[src/rtl/rv_bus_pkg.sv]
// rtl/rv_bus_pkg.sv - shared types, widths and table accessors for the bus fabric
package rv_bus_pkg;

  typedef enum logic [1:0] {
    IDLE   = 2'd0,
    ACCESS = 2'd1,
    DONE   = 2'd2
  } state_t;

  localparam int          MAX_SLAVES       = 8;
  localparam int          WAIT_W           = 4;
  localparam logic [31:0] ERR_DATA_DEFAULT = 32'h0000_0000;

  // Region tables are passed zero-padded to MAX_SLAVES entries so one accessor fits any NUM_SLAVES.
  function automatic logic [31:0] base_of(input logic [MAX_SLAVES*32-1:0] vec, input int i);
    return vec[32*i +: 32];
  endfunction

  function automatic logic [31:0] mask_of(input logic [MAX_SLAVES*32-1:0] vec, input int i);
    return vec[32*i +: 32];
  endfunction

  function automatic logic [WAIT_W-1:0] wait_of(input logic [MAX_SLAVES*WAIT_W-1:0] vec,
                                                input int i);
    return vec[WAIT_W*i +: WAIT_W];
  endfunction

endpackage

[src/rtl/rv_bus_decode.sv]
// rtl/rv_bus_decode.sv - masked address compare with lowest-index priority
module rv_bus_decode
  import rv_bus_pkg::*;
#(
  parameter int                         NUM_SLAVES = 4,
  parameter int                         IDX_W      = 2,
  parameter logic [NUM_SLAVES*32-1:0]   SLV_BASE   = '0,
  parameter logic [NUM_SLAVES*32-1:0]   SLV_MASK   = '0
) (
  input  logic [31:0]      addr,
  output logic             hit,
  output logic [IDX_W-1:0] idx
);

  localparam logic [MAX_SLAVES*32-1:0] BASE_PAD = (MAX_SLAVES*32)'(SLV_BASE);
  localparam logic [MAX_SLAVES*32-1:0] MASK_PAD = (MAX_SLAVES*32)'(SLV_MASK);

  // Scanning from the top down lets the lowest matching index overwrite the rest.
  always_comb begin
    hit = 1'b0;
    idx = '0;
    for (int i = NUM_SLAVES - 1; i >= 0; i--) begin
      if ((addr & mask_of(MASK_PAD, i)) == base_of(BASE_PAD, i)) begin
        hit = 1'b1;
        idx = IDX_W'(i);
      end
    end
  end

endmodule

[src/rtl/rv_bus_fabric.sv]
// rtl/rv_bus_fabric.sv - table-driven PicoRV32 bus fabric with wait states, handshake and timeout
module rv_bus_fabric
  import rv_bus_pkg::*;
#(
  parameter int                             NUM_SLAVES = 4,
  parameter logic [NUM_SLAVES*32-1:0]       SLV_BASE   = {32'h8001_0000, 32'h8000_0000,
                                                          32'h0001_0000, 32'h0000_0000},
  parameter logic [NUM_SLAVES*32-1:0]       SLV_MASK   = {32'hFFFF_0000, 32'hFFFF_0000,
                                                          32'hFFFF_0000, 32'hFFFF_0000},
  parameter logic [NUM_SLAVES*WAIT_W-1:0]   SLV_WAIT   = {4'd0, 4'd1, 4'd1, 4'd1},
  parameter int                             TIMEOUT    = 255,
  parameter logic [31:0]                    ERR_DATA   = ERR_DATA_DEFAULT
) (
  input  logic                     clk,
  input  logic                     rst,
  input  logic                     m_valid,
  input  logic [31:0]              m_addr,
  input  logic [31:0]              m_wdata,
  input  logic [3:0]               m_wstrb,
  output logic                     m_ready,
  output logic [31:0]              m_rdata,
  output logic [NUM_SLAVES-1:0]    s_sel,
  output logic [31:0]              s_addr,
  output logic [31:0]              s_wdata,
  output logic [3:0]               s_wstrb,
  output logic                     s_oe,
  input  logic [NUM_SLAVES*32-1:0] s_rdata,
  input  logic [NUM_SLAVES-1:0]    s_ready,
  output logic                     bus_err,
  output logic [31:0]              err_addr
);

  localparam int IDX_W = (NUM_SLAVES > 1) ? $clog2(NUM_SLAVES) : 1;
  localparam logic [MAX_SLAVES*WAIT_W-1:0] WAIT_PAD = (MAX_SLAVES*WAIT_W)'(SLV_WAIT);

  state_t                  state, state_d;
  logic [15:0]             cnt, cnt_d;
  logic [IDX_W-1:0]        idx_q, idx_d;
  logic                    hs_q, hs_d;
  logic [3:0]              wstrb_q, wstrb_d;

  logic                    m_ready_d, bus_err_d, s_oe_d;
  logic [31:0]             m_rdata_d, s_addr_d, s_wdata_d, err_addr_d;
  logic [NUM_SLAVES-1:0]   s_sel_d;
  logic [3:0]              s_wstrb_d;

  logic                    dec_hit;
  logic [IDX_W-1:0]        dec_idx;
  logic [31:0]             rdata_sel;
  logic                    ready_sel;
  logic [WAIT_W-1:0]       wait_sel;
  logic [NUM_SLAVES-1:0]   sel_onehot;

  rv_bus_decode #(
    .NUM_SLAVES (NUM_SLAVES),
    .IDX_W      (IDX_W),
    .SLV_BASE   (SLV_BASE),
    .SLV_MASK   (SLV_MASK)
  ) u_decode (
    .addr (m_addr),
    .hit  (dec_hit),
    .idx  (dec_idx)
  );

  // Slave-side muxes follow the latched index; wait count and select follow the live decode.
  always_comb begin
    rdata_sel  = '0;
    ready_sel  = 1'b0;
    wait_sel   = '0;
    sel_onehot = '0;
    for (int i = 0; i < NUM_SLAVES; i++) begin
      if (idx_q == IDX_W'(i)) begin
        rdata_sel = s_rdata[32*i +: 32];
        ready_sel = s_ready[i];
      end
      if (dec_idx == IDX_W'(i)) begin
        wait_sel      = wait_of(WAIT_PAD, i);
        sel_onehot[i] = 1'b1;
      end
    end
  end

  always_comb begin
    state_d    = state;
    cnt_d      = cnt;
    idx_d      = idx_q;
    hs_d       = hs_q;
    wstrb_d    = wstrb_q;
    m_ready_d  = 1'b0;
    bus_err_d  = 1'b0;
    s_wstrb_d  = 4'b0000;
    m_rdata_d  = m_rdata;
    s_sel_d    = s_sel;
    s_addr_d   = s_addr;
    s_wdata_d  = s_wdata;
    s_oe_d     = s_oe;
    err_addr_d = err_addr;

    unique case (state)
      IDLE: begin
        if (m_valid) begin
          s_addr_d  = m_addr;
          s_wdata_d = m_wdata;
          wstrb_d   = m_wstrb;
          if (!dec_hit) begin
            state_d    = DONE;
            m_ready_d  = 1'b1;
            bus_err_d  = 1'b1;
            err_addr_d = m_addr;
            m_rdata_d  = ERR_DATA;
          end else begin
            state_d   = ACCESS;
            idx_d     = dec_idx;
            hs_d      = (wait_sel == '0);
            cnt_d     = (wait_sel == '0) ? 16'(TIMEOUT) : 16'(wait_sel);
            s_sel_d   = sel_onehot;
            s_wstrb_d = m_wstrb;
            s_oe_d    = (m_wstrb == 4'b0000);
          end
        end
      end

      ACCESS: begin
        if ((hs_q && ready_sel) || (!hs_q && cnt == 16'd1)) begin
          state_d   = DONE;
          m_ready_d = 1'b1;
          m_rdata_d = (wstrb_q == 4'b0000) ? rdata_sel : 32'h0;
          s_sel_d   = '0;
          s_oe_d    = 1'b0;
        end else if (hs_q && cnt == 16'd1) begin
          state_d    = DONE;
          m_ready_d  = 1'b1;
          bus_err_d  = 1'b1;
          err_addr_d = s_addr;
          m_rdata_d  = ERR_DATA;
          s_sel_d    = '0;
          s_oe_d     = 1'b0;
        end else begin
          cnt_d = cnt - 16'd1;
        end
      end

      DONE: state_d = IDLE;

      default: state_d = IDLE;
    endcase
  end

  always_ff @(posedge clk) begin
    if (rst) begin
      state    <= IDLE;
      cnt      <= '0;
      idx_q    <= '0;
      hs_q     <= 1'b0;
      wstrb_q  <= '0;
      m_ready  <= 1'b0;
      m_rdata  <= '0;
      s_sel    <= '0;
      s_addr   <= '0;
      s_wdata  <= '0;
      s_wstrb  <= '0;
      s_oe     <= 1'b0;
      bus_err  <= 1'b0;
      err_addr <= '0;
    end else begin
      state    <= state_d;
      cnt      <= cnt_d;
      idx_q    <= idx_d;
      hs_q     <= hs_d;
      wstrb_q  <= wstrb_d;
      m_ready  <= m_ready_d;
      m_rdata  <= m_rdata_d;
      s_sel    <= s_sel_d;
      s_addr   <= s_addr_d;
      s_wdata  <= s_wdata_d;
      s_wstrb  <= s_wstrb_d;
      s_oe     <= s_oe_d;
      bus_err  <= bus_err_d;
      err_addr <= err_addr_d;
    end
  end

endmodule

[config.mk]
export PLATFORM = sky130hd
export DESIGN_NAME = rv_bus_fabric
export DESIGN_NICKNAME = d
export VERILOG_FILES = /design/src/rtl/rv_bus_pkg.sv /design/src/rtl/rv_bus_decode.sv /design/src/rtl/rv_bus_fabric.sv
export SDC_FILE = /design/constraint.sdc
export NUM_CORES = 1
export LEC_CHECK = 0
export CAP_MARGIN = 20
export CORE_ASPECT_RATIO = 0.9
export CORE_UTILIZATION = 30
export DETAILED_ROUTE_END_ITERATION = 8
export GPL_ROUTABILITY_DRIVEN = 0
export HOLD_SLACK_MARGIN = 0.15
export SYNTH_ARGS = -nofsm -noshare
export SYNTH_HDL_FRONTEND = slang
export SYNTH_HIERARCHICAL = 1
export SYNTH_SLANG_ARGS = --single-unit
[constraint.sdc]
create_clock -name clk -period 3.43 [get_ports clk]
set_clock_uncertainty 0.1 [all_clocks]
set_input_delay 0.686 -clock clk [delete_from_list [all_inputs] [get_ports clk]]
set_output_delay 0.686 -clock clk [all_outputs]
set_load 0.005 [all_outputs]
==> key figures <==
Clock tree
  – Worst-Skew Late Latency: around 0.42 ns
  – Post-CTS resize count: 0
  – Hold buffer count at CTS: 0
  – Longest Clk Path Bufs: 2
  – Worst-path clk slew: roughly 0.07 ns
  – Inserted Clock Buffers: 17
  – CTS root buf: clkbuf_16
  – H-tree levels: 4
  – Sink Count: ~160
  – Clock tree from TritonCTS: done
  – Post-CTS Setup Bufs: 0

Power and ir drop
  – PwrDens: 395 nW/um^2
  – Pleak: 0.00415 uW
  – Max VDD drop: about 0.29 mV

Placement
  – Worst slack at placement: 0.191 ns
  – Port bufs: between 300 and 400
  – DP Area: ~11000 um^2
  – DP HPWL: 18.7 mm

Synth
  – Synth top cells by count: dfxtp_1, nand2_1, a21oi_1, clkbuf_1, o21ai_0
  – Xor and xnor area share after synthesis: 0.00595
  – Largest family of logic cells by synthesized area: simple AND/OR/NAND/NOR gates
  – Simple-gate portion of the synthesized area: 0.174
  – Synth Warn #: 6
  – Leading area contributor after synthesis: dfxtp_1
  – Post-Syn Nets: around 1.0k
  – Synth cell types: 46
  – Ranking of synthesized cells by area: dfxtp_1, mux4_2, nand2_1
  – Flops & latches, synth: 164
  – FFs w/ async S/R, synth: 0
  – Main synth FF type: dfxtp_1
  – Register area share after synthesis: 0.446
  – Synthesized area: roughly 7400 um^2
  – Adder-Cell Fraction of Synth Area: 0.00340
  – Synth Area in Compound Gates: 0.163
  – Area share of the largest cell type after synthesis: 0.446
  – Cells after Synth: just over 800
  – Top-count cell post-synth: dfxtp_1
  – Avg Cell Area, Syn: roughly 9 um^2
  – Post-synth EDFFs: 0
  – Mux cell area share after synthesis: 0.147

Finish
  – Layout Area Growth over Synthesis: 58.5%
  – FILL cells: between 2k and 2.5k
  – Share of layout cells above drive strength 1: 0.0933
  – Layout net count: 1328
  – Design area: ~12000 um^2
  – Footprint of the multi-input gates: between 3000 and 4000 um^2
  – FF+latch area: roughly 3300 um^2

Route
  – Remaining DRCs: 0
  – Routed WL per cell: 17.8 um
  – WL final: approximately 26 mm
  – Post-DR vias/cell: around 5.0
  – TritonRoute pass-1 iters: 4
  – Iteration-0 DRC Markers: slightly below 400
  – Routed Antenna Nets: 0
  – Vias: 7187

Worst setup path
  – Max incr delay on CP: about 0.57 ns
  – Reg2reg setup slack: around 1.0 ns
  – Worst r2r path cells: 8
  – Reg2reg end: cnt[14]$_SDFFE_PP0P_
  – CP cell instances: clkdlybuf4s50_1 > or4_4 > nor4b_2 > or3b_2 > o31a_2 > buf_4 > or3_1 > a21oi_1
  – CP max FO: 17
  – Critical Path Source: m_addr[30]
  – Data required, critical path: between 3 and 4 ns
  – Setup CP Type: primary input to register
  – Element type at the critical path end: register
  – Crit path to: err_addr[17]$_SDFFE_PP0P_
  – Worst R2R Start: cnt[0]$_SDFFE_PP0P_
  – Setup crit start kind: primary input
  – CP arrival: 2.99 ns
  – CP max-delay cell: or4_4

Global routing
  – First-pass GRT wire length: 39.5 mm
  – Total gr overflow: 0
  – Vias in the first global route: roughly 7k
  – Met1 usage: 0.243
  – Gr usage total: 0.203
  – Largest net degree at the start of global routing: between 100 and 150
  – Initial antenna violation count: 7
  – Global routing's busiest layer: met2
  – Met3 Resource Use GR: 0.0783
  – Routing usage on met2: 0.326

Timing
  – Final setup vio count: 0
  – Final worst path period share: 0.815
  – Max-slew headroom: 0.480
  – Unrepaired setup endpoints after global routing: no
  – Fin Hold WS: roughly 0.36 ns
  – Slew Limit Fails: 0
  – Slew @ Worst Pin: 0.781 ns
  – Final hold vios: 0
  – Tmin final: ~2.8 ns
  – Final worst slack: between 0.6 and 0.7 ns
  – Fmax: 358 MHz
  – TNS Setup: 0 ns

Die
  – # rows: 54
  – Starting Density: 0.304
  – Die area: ~25000 um^2
  – Core Area: around 24000 um^2
  – Die X: 167 um
  – Top Ports: about 340
  – Die H: ~150 um

Worst hold path
  – Worst hold start: s_wdata[16]$_SDFFE_PP0P_
  – Hold Path Class: register to register

Outcome
  – Run status: completed

Flow run
  – Max Cap Violations: 0
report_power, final:
group / switching, uW / internal [uW]
clock: 899 / 1040
combinational: 246 / 409
sequential: 42.6 / 1970
cells by family after synthesis:
logic type               count (synthesis)
adder cells (fa/ha/maj)                  2
AND/OR/NAND/NOR                        265
flip-flops                             164
XOR/XNOR                                 5
buffers and inverters                  105
AO/OA/AOI/OAI                          203
multiplexers                            67
state kept, by name (all words and copies together), names as in the netlist, 2 cells and up:
register and count:
cnt 16, err_addr 32, idx_q 2, m_rdata 32, s_addr 32, s_sel 4
s_wdata 32, s_wstrb 4, state 2, wstrb_q 4
per-stage QoR:
stage / util / std cells / power, uW
floorplan: - / 811 / 2270
global placement: 0.457 / 1412 / 2710
detailed placement: 0.457 / 1412 / 2720
CTS: 0.482 / 1444 / 4670
global route: 0.482 / 1451 / 4820
finish: 0.482 / 1451 / 4610
layout make-up:
class | count | area share
multi-input cells | 542 | 0.313
repair buffers | 361 | 0.308
flip-flops and latches | 164 | 0.282
clock buffers | 17 | 0.0365
well taps | 308 | 0.0330
clock inverters | 15 | 0.0138
inverters | 37 | 0.0119
diodes | 7 | 0.00150
worst min path at each step:
stage                                          end  slack, ns  cells past startpoint
final                     s_wdata[16]$_SDFFE_PP0P_       0.36                      2
after detailed placement  m_rdata[30]$_SDFFE_PP0P_       0.35                      1
after floorplan            wstrb_q[2]$_SDFFE_PP0P_       0.34                      2
after global placement     s_wdata[3]$_SDFFE_PP0P_       0.34                      2
after global routing      m_rdata[20]$_SDFFE_PP0P_       0.37                      1
after CTS                 s_wdata[26]$_SDFFE_PP0P_       0.36                      2
metal layers:
| layer | share of wire | routed length, um |
|---|---|---|
| met1 | 0.42 | 10800 |
| met2 | 0.46 | 11900 |
| met3 | 0.099 | 2570 |
| met4 | 0.021 | 556 |
| met5 | 0 | 0 |
worst max-delay path, delay by kind of cell:
kind | cells | cell delay (ns)
compound gates | 2 | 0.31
buf+inv | 2 | 0.70
simple gates | 4 | 1.28
cell usage in the layout, fill, tap and decap left out, types with 4 or more instances in the layout:
| cell | Yosys | routed |
|---|---|---|
| nand4_1 | 7 | 7 |
| nor2_1 | 17 | 17 |
| clkbuf_16 | 0 | 17 |
| inv_8 | 0 | 5 |
| nor3_1 | 6 | 6 |
| o2bb2ai_1 | 32 | 32 |
| nand2b_1 | 4 | 4 |
| xor2_1 | 5 | 5 |
| inv_1 | 37 | 37 |
| mux4_2 | 33 | 33 |
| and3_1 | 5 | 5 |
| clkdlybuf4s50_1 | 0 | 340 |
| nand2_1 | 151 | 151 |
| a211oi_1 | 4 | 4 |
| mux2i_1 | 34 | 34 |
| or4_1 | 8 | 8 |
| dfxtp_1 | 164 | 161 |
| or3_1 | 34 | 34 |
| buf_4 | 0 | 18 |
| a21oi_1 | 110 | 110 |
| inv_6 | 0 | 4 |
| a31o_2 | 4 | 4 |
| nor4_1 | 9 | 9 |
| nand3_1 | 6 | 6 |
| diode_2 | 0 | 7 |
| or3b_2 | 4 | 4 |
| o21ai_0 | 38 | 38 |
(Power assumes the default switching activity.)
